[src/rtl/uart_word_rx.sv]
// UART 8N1 receiver producing the memory-mapped status/data word returned for loads from 0x4000.
// Define UART_RX_FIFO_EN to replace the single holding register with a 4-entry byte FIFO.
module uart_word_rx #(
  parameter int unsigned CLK_HZ = 50000000,
  parameter int unsigned BAUD   = 115200
) (
  input  logic        clk,
  input  logic        rst,
  input  logic        rx,
  input  logic        rd_ack,
  output logic [31:0] uart_data,
  output logic        rx_irq
);

  // Must be at least 4 so the half-bit load stays positive.
  localparam int unsigned CLKS_PER_BIT = CLK_HZ / BAUD;
  localparam int unsigned CNT_W        = $clog2(CLKS_PER_BIT);
  localparam logic [CNT_W-1:0] HALF_LOAD = CNT_W'(CLKS_PER_BIT / 2 - 1);
  localparam logic [CNT_W-1:0] FULL_LOAD = CNT_W'(CLKS_PER_BIT - 1);

  typedef enum logic [1:0] {StIdle, StStart, StData, StStop} state_e;

  logic             rx_meta, rx_s;
  state_e           state_q, state_d;
  logic [CNT_W-1:0] cnt_q, cnt_d;
  logic [2:0]       idx_q, idx_d;
  logic [7:0]       shift_q, shift_d;
  logic             good_q, good_d, bad_q, bad_d;
  logic             ovr_q, ovr_d, fe_q, fe_d;
  logic             valid;
  logic [7:0]       data_out;

  // Synchronizer flops reset to the idle line level.
  always_ff @(posedge clk or posedge rst) begin
    if (rst) begin
      rx_meta <= 1'b1;
      rx_s    <= 1'b1;
    end else begin
      rx_meta <= rx;
      rx_s    <= rx_meta;
    end
  end

  always_ff @(posedge clk or posedge rst) begin
    if (rst) begin
      state_q <= StIdle;
      cnt_q   <= '0;
      idx_q   <= '0;
      shift_q <= '0;
      good_q  <= 1'b0;
      bad_q   <= 1'b0;
    end else begin
      state_q <= state_d;
      cnt_q   <= cnt_d;
      idx_q   <= idx_d;
      shift_q <= shift_d;
      good_q  <= good_d;
      bad_q   <= bad_d;
    end
  end

  always_comb begin
    state_d = state_q;
    cnt_d   = cnt_q;
    idx_d   = idx_q;
    shift_d = shift_q;
    good_d  = 1'b0;
    bad_d   = 1'b0;
    unique case (state_q)
      StIdle: begin
        if (!rx_s) begin
          cnt_d   = HALF_LOAD;
          state_d = StStart;
        end
      end
      StStart: begin
        if (cnt_q != '0) begin
          cnt_d = cnt_q - 1'b1;
        end else if (!rx_s) begin
          cnt_d   = FULL_LOAD;
          idx_d   = '0;
          state_d = StData;
        end else begin
          state_d = StIdle;
        end
      end
      StData: begin
        if (cnt_q != '0) begin
          cnt_d = cnt_q - 1'b1;
        end else begin
          shift_d = {rx_s, shift_q[7:1]};
          cnt_d   = FULL_LOAD;
          idx_d   = idx_q + 3'd1;
          if (idx_q == 3'd7) state_d = StStop;
        end
      end
      StStop: begin
        if (cnt_q != '0) begin
          cnt_d = cnt_q - 1'b1;
        end else begin
          // Registered commit pulses: the word updates one cycle after the mid-stop sample.
          good_d  = rx_s;
          bad_d   = !rx_s;
          state_d = StIdle;
        end
      end
      default: state_d = StIdle;
    endcase
  end

`ifdef UART_RX_FIFO_EN
  localparam int FIFO_DEPTH = 4;

  logic [7:0] mem_q [FIFO_DEPTH];
  logic [1:0] rd_ptr_q, wr_ptr_q;
  logic [2:0] count_q, count_d;
  logic       push, pop, full;

  assign full  = (count_q == 3'd4);
  assign pop   = rd_ack && (count_q != 3'd0);
  assign push  = good_q && (!full || pop);

  always_comb begin
    count_d = count_q;
    if (push && !pop) begin
      count_d = count_q + 3'd1;
    end else if (pop && !push) begin
      count_d = count_q - 3'd1;
    end
    ovr_d = (ovr_q && !rd_ack) || (good_q && full && !pop);
    fe_d  = (fe_q && !rd_ack) || bad_q;
  end

  always_ff @(posedge clk or posedge rst) begin
    if (rst) begin
      for (int i = 0; i < FIFO_DEPTH; i++) mem_q[i] <= 8'h00;
      rd_ptr_q <= '0;
      wr_ptr_q <= '0;
      count_q  <= '0;
    end else begin
      if (push) begin
        mem_q[wr_ptr_q] <= shift_q;
        wr_ptr_q        <= wr_ptr_q + 2'd1;
      end
      if (pop) rd_ptr_q <= rd_ptr_q + 2'd1;
      count_q <= count_d;
    end
  end

  assign valid    = (count_q != 3'd0);
  assign data_out = mem_q[rd_ptr_q];
`else
  logic       valid_q, valid_d;
  logic [7:0] data_q, data_d;

  always_comb begin
    valid_d = valid_q && !rd_ack;
    data_d  = data_q;
    ovr_d   = ovr_q && !rd_ack;
    fe_d    = (fe_q && !rd_ack) || bad_q;
    // A still-unread byte is kept; the newcomer only raises overrun.
    if (good_q) begin
      if (valid_d) begin
        ovr_d = 1'b1;
      end else begin
        data_d  = shift_q;
        valid_d = 1'b1;
      end
    end
  end

  always_ff @(posedge clk or posedge rst) begin
    if (rst) begin
      valid_q <= 1'b0;
      data_q  <= 8'h00;
    end else begin
      valid_q <= valid_d;
      data_q  <= data_d;
    end
  end

  assign valid    = valid_q;
  assign data_out = data_q;
`endif

  always_ff @(posedge clk or posedge rst) begin
    if (rst) begin
      ovr_q <= 1'b0;
      fe_q  <= 1'b0;
    end else begin
      ovr_q <= ovr_d;
      fe_q  <= fe_d;
    end
  end

  assign uart_data = {valid, ovr_q, fe_q, 21'b0, data_out};
  assign rx_irq    = uart_data[31];

endmodule

[config.mk]
export PLATFORM = sky130hd
export DESIGN_NAME = uart_word_rx
export DESIGN_NICKNAME = d
export VERILOG_FILES = /design/src/rtl/uart_word_rx.sv
export SDC_FILE = /design/constraint.sdc
export NUM_CORES = 1
export LEC_CHECK = 0
export BUFFER_PORTS_ARGS = -buffer_cell sky130_fd_sc_hd__buf_2
export CORE_ASPECT_RATIO = 1.2
export CORE_MARGIN = 5
export CORE_UTILIZATION = 55
export DETAILED_ROUTE_END_ITERATION = 16
export HOLD_SLACK_MARGIN = 0.08
export PLACE_DENSITY = 0.8
export SLEW_MARGIN = 25
export SYNTH_ARGS = -nofsm -noshare
export SYNTH_HDL_FRONTEND = slang
export SYNTH_SLANG_ARGS = --single-unit
[constraint.sdc]
create_clock -name clk -period 2.1 [get_ports clk]
set_input_delay 0.105 -clock clk [delete_from_list [all_inputs] [get_ports clk]]
set_output_delay 0.105 -clock clk [all_outputs]
set_load 0.01 [all_outputs]
==> run metrics, run 1 <==
WP data arrival=2170 ps; Clock Tree Buf Depth=2; number of inserted diodes=0; GRT Total Usage=15.9%; final instance area=2240 µm²; Fin Setup TNS=0 ps; f_max=0.499 GHz; die height=77.2 µm; first-pass GRT wire length=6380 µm; Fillers=303; Place WS=108 ps; # H-tree levels=2; MaxCap Viol Count=0; vias per cell=5.19; Yosys reg bits=37; syn_area_per_cell=10.7 µm²; CP max stage delay=410 ps; final hold vios=0; via count=1,386; drt wl/cell=14.2 µm; # setup viols final=0; Ports=37; met2 usage=28.3%; Die Span X=66.0 µm; hpwl dp=2670 µm; Pre-antenna DRT Iters=4; DRT iter0 DRCs=86; YS warnings=0; Slew @ Worst Pin=522 ps; CTS tree=built; core area=3630 µm²; Critical-path top delay cell=dfrtp_1; routability cong.=0.772; Port Buf Inserts=15; Root Driver=clkbuf_8; # DRC=0; Slew headroom=64.9%; CTS Buf Count=5; area of the multi-input gates=976 µm²; Row Count=24; startpoint types=register; Final min period=2010 ps; Syn Inst Count=194; Seq/Total Area, Yosys=44.9%; FF/Latch Area=928 µm²; total wire length=3790 µm; Layout area overhead=8.40%; CP max FO=8; worst min-delay path category=register to register; Slew Limit Fails=0; CP Cell Sequence=inv_1 -> ha_1 -> nor4b_4 -> and2_2 -> nand2_4 -> mux2_4; Antenna Violating Nets Remaining=0; Distinct cells, synth=46; Synth Cell Area=2070 µm²; critical path class=register to register; CTS Sinks=37; most common cell after layout, fill and taps aside=dfrtp_1; pwr dens=547 nW/µm²; final core occ=61.7%; nets=226; worst skew pair latency=280 ps; RSZ-0062 raised after global routing=no; crit end category=register; initial core utilization=57.0%; Peak supply drop=0.229 mV; Reg clk slew, reported paths=70 ps; Area after DPL=2110 µm²; final worst setup slack=94.1 ps; overall die area=5090 µm²; share of layout cells above drive strength 1=25.6%; Leak=1.18 nW; met1 GRT Util=17.7%; CP required=2260 ps; largest net degree at the start of global routing=38; status=completed; Final Power=1.23 mW; gr busiest metal=met2; grt total ovfl=0; most frequent cells in the layout=35 x dfrtp_1, 21 x conb_1, 15 x buf_2, 12 x nand2_1; grt met3 use=3.80%; vias in the first global route=1,420; clk_skew=6.45 ps; crit share post-route=95.5%; initial antenna violation count=0
-- layout make-up --
type | instances | share of cell area, %
well taps | 52 | 2.90
clock inverters | 2 | 0.446
clock buffers | 6 | 3.23
inverters | 9 | 1.51
flip-flops and latches | 37 | 41.4
repair buffers | 25 | 7.03
multi-input cells | 136 | 43.5
-- cell usage after synthesis (all sizes together) --
| cell type | count | area share [%] |
|---|---|---|
| a2111oi | 1 | 0.42 |
| a211oi | 1 | 0.36 |
| a21boi | 2 | 0.73 |
| a21o | 5 | 1.8 |
| a21oi | 7 | 1.7 |
| a22o | 1 | 0.42 |
| a22oi | 1 | 0.36 |
| a31o | 1 | 0.42 |
| a31oi | 6 | 1.8 |
| a32o | 1 | 0.48 |
| and2 | 2 | 0.60 |
| and3 | 1 | 0.30 |
| buf | 28 | 9.8 |
| clkbuf | 4 | 0.73 |
| conb | 1 | 0.18 |
| dfrtp | 35 | 42 |
| dfstp | 2 | 2.5 |
| ha | 8 | 4.8 |
| inv | 9 | 1.6 |
| mux2 | 16 | 10 |
| mux2i | 1 | 0.48 |
| nand2 | 13 | 2.7 |
| nand2b | 3 | 0.91 |
| nand3 | 4 | 0.97 |
| nand3b | 1 | 0.36 |
| nand4 | 2 | 0.60 |
| nor2 | 9 | 1.6 |
| nor3 | 1 | 0.24 |
| nor3b | 2 | 0.73 |
| nor4 | 3 | 1.5 |
| nor4b | 1 | 1.1 |
| o211ai | 3 | 1.1 |
| o21a | 1 | 0.36 |
| o21ai | 10 | 2.4 |
| o21bai | 1 | 0.36 |
| o221ai | 1 | 0.42 |
| o22a | 1 | 0.42 |
| o31ai | 1 | 0.36 |
| o32a | 1 | 0.48 |
| o41ai | 2 | 0.85 |
| or3 | 1 | 0.30 |
-- repair_timing --
item / 4_1_cts / 5_1_grt
setup buffers: 0 / 1
gates resized for setup: 0 / 4
setup endpoints to repair: 0 / 12
hold buffers: 3 / 0
endpoints found under the hold margin: 37 / 0
-- flip-flops by register name, summed over array words and instances, names as in the netlist, named ones only --
signal	flops
rx_meta	1
fe_q	1
rx_s	1
rx_irq	1
idx_q	3
data_out	8
shift_q	8
cnt_q	9
ovr_q	1
state_q	1
bad_q	1
good_q	1
-- worst max-delay path, delay by kind of cell (launching register included) --
family        cells  cell delay, ps
fa+ha+maj         1             270
mux               1             340
simple gates      3             740
flops             1             410
buf+inv           1             130
-- per-layer routing --
metal  share of wire (%)  vias to the layer above
met5                   0                        -
met4                 1.6                        0
met3                 3.8                        6
met2                  56                       33
met1                  39                      664
li1                    -                      683
-- path summary, 6_finish.rpt --
kind / startpoint / to / slack (ps) / cells past startpoint
worst max register to register: cnt_q[0] / shift_q[6] / 90 / 6
max in group asynchronous: rst / rx_meta / 1300 / 4
worst max-delay path: cnt_q[0] / shift_q[6] / 90 / 6
min in group asynchronous: rst / async pin / 460 / 4
worst min register to register: rx_meta / rx_s / 360 / 0
worst min-delay path: rx_meta / rx_s / 360 / 0
-- stage by stage --
stage | cells | hold slack (ps)
floorplan | 214 | 109
global placement | 255 | 210
finish | 267 | 358
detailed placement | 255 | 212
global route | 267 | 367
CTS | 266 | 358
-- kinds of logic (layout without fill, tap and decap cells) --
family	after synthesis	count (layout)	synth area share, %
other	1	21	0.181
adders and majority gates	8	8	4.84
and+or+nand+nor	43	43	12.0
DFF	37	37	44.9
muxes	17	17	10.6
buffers and inverters	41	42	12.2
AOI/OAI and AO/OA	47	47	15.3
-- power by group --
group | internal (mW) | switching (mW)
clock | 0.230 | 0.236
sequential | 0.716 | 0.00240
combinational | 0.00875 | 0.0350
total | 0.954 | 0.274
(Power assumes the default switching activity.)
==> inputs of run 2 (changes only) <==
- BUFFER_PORTS_ARGS: -buffer_cell sky130_fd_sc_hd__buf_2 -> unset
- CORE_UTILIZATION: 55 -> 60
- DONT_BUFFER_PORTS: unset -> 1
- PLACE_DENSITY: 0.8 -> 0.77
- clock period: 2.1 -> 2.2 ns (I/O delays scaled with it)
==> run 2 against run 1 <==
Register-to-register slack gained 100 ps. Count of clock-buffer cells in the layout shrank 1. Non-clock buffer count shrank 17. Critical path type unchanged.
==> run metrics, run 2 (synthesized netlist as in run 1, its figures left out) <==
status=completed; Non-Filler Instances=235; CP required=2400 ps; CP Cell Sequence=inv_1 -> ha_1 -> nor4b_4 -> a21oi_1 -> o41ai_1 -> mux2i_1; Row Count=23; Final Power=1.18 mW; hpwl dp=2890 µm; Pre-antenna DRT Iters=4; first-pass GRT wire length=6380 µm; Ports=37; grt total ovfl=0; total wire length=3820 µm; nets=209; pwr dens=555 nW/µm²; max reg flops=9; Cells after DPL=224; RSZ-0062 raised after global routing=no; CP max stage delay=410 ps; WP data arrival=2200 ps; # DRC=0; Peak supply drop=0.498 mV; met1 GRT Util=18.8%; Slew Limit Fails=0; core area=3340 µm²; CTS tree=built; most common cell after layout, fill and taps aside=dfrtp_1; startpoint types=register; crit end category=register; initial antenna violation count=0; gr busiest metal=met2; CTS Sinks=37; Port Buf Inserts=0; via count=1,360; most frequent cells in the layout=35 x dfrtp_1, 21 x conb_1, 12 x nand2_1, 9 x nor2_1, 9 x inv_1; worst min-delay path category=input pin to async pin; worst skew pair latency=290 ps; vias per cell=5.79; number of inserted diodes=0; post-CTS setup buffers=0; critical path class=register to register; Reg clk slew, reported paths=70 ps; Root Driver=clkbuf_8; Clock Tree Buf Depth=2; final core occ=63.7%; Biggest register=cnt_q; # H-tree levels=2; Final min period=2010 ps; Antenna Violating Nets Remaining=0; GRT Total Usage=17.6%; DRT iter0 DRCs=75; CTS Buf Count=5; Fin Setup TNS=0 ps; vias in the first global route=1,360; # setup viols final=0; f_max=0.499 GHz; met2 usage=33.0%; Slew headroom=56.7%; CP max FO=7; initial core utilization=62.0%; grt met3 use=4.53%; Layout area overhead=2.78%; Die Span X=63.6 µm; Slew @ Worst Pin=644 ps; largest net degree at the start of global routing=31; overall die area=4730 µm²; drt wl/cell=16.3 µm; Critical-path top delay cell=dfrtp_1; die height=74.3 µm; crit share post-route=91.2%; final hold vios=0; share of layout cells above drive strength 1=18.2%; MaxCap Viol Count=0; clk_skew=5.09 ps; routability cong.=0.972; Leak=1.09 nW
[run 2: area by class of cell]
class                   instances  area, µm²
clock buffers                   5       68.8
clock inverters                 3       17.5
fillers                       274       1210
inverters                       9       33.8
multi-input cells             136        965
flip-flops and latches         37        928
well taps                      37       46.3
repair buffers                  8       67.6
[run 2: critical path: cells and delay by family, from the launching register on]
family / cells / cell delay (ps)
fa+ha+maj: 1 / 210
simple gates: 1 / 350
buf+inv: 1 / 130
flops: 1 / 410
mux: 1 / 280
compound gates: 2 / 530
[run 2: stage by stage]
stage	hold slack, ps	worst slack (ps)	instance area (µm²)
CTS	204	186	2130
finish	200	194	2130
floorplan	114	306	2140
global placement	-51.2	282	2010
detailed placement	-45.8	202	2010
global route	225	19.8	2130
[run 2: timing repair]
action	4_1_cts	5_1_grt
hold buffers	3	0
gates resized for setup	0	0
hold endpoints to repair	41	0
[run 2: metal layers]
metal	part of all wire (%)	routed length, µm
met5	0	0
met2	55	2110
met1	38	1460
met4	2.0	75
met3	4.6	174
[run 2: worst paths after layout]
path / startpoint / to / slack (ps) / depth (start not counted)
max reg2reg: cnt_q[0] / register / 190 / 6
min: rst / async pin / 200 / 2
max: cnt_q[0] / register / 190 / 6
min in group clk: rx_meta / rx_s / 360 / 0
min reg2reg: rx_meta / rx_s / 360 / 0
max in group asynchronous: rst / cnt_q[8] / 1330 / 3
[run 2: power by group]
| part | switching [mW] | internal [mW] | total (mW) | leakage (nW) |
|---|---|---|---|---|
| Combinational | 0.0332 | 0.00655 | 0.0397 | 0.550 |
| Clock | 0.237 | 0.218 | 0.456 | 0.0439 |
| Sequential | 0.00246 | 0.683 | 0.686 | 0.492 |
| Total | 0.273 | 0.908 | 1.18 | 1.09 |
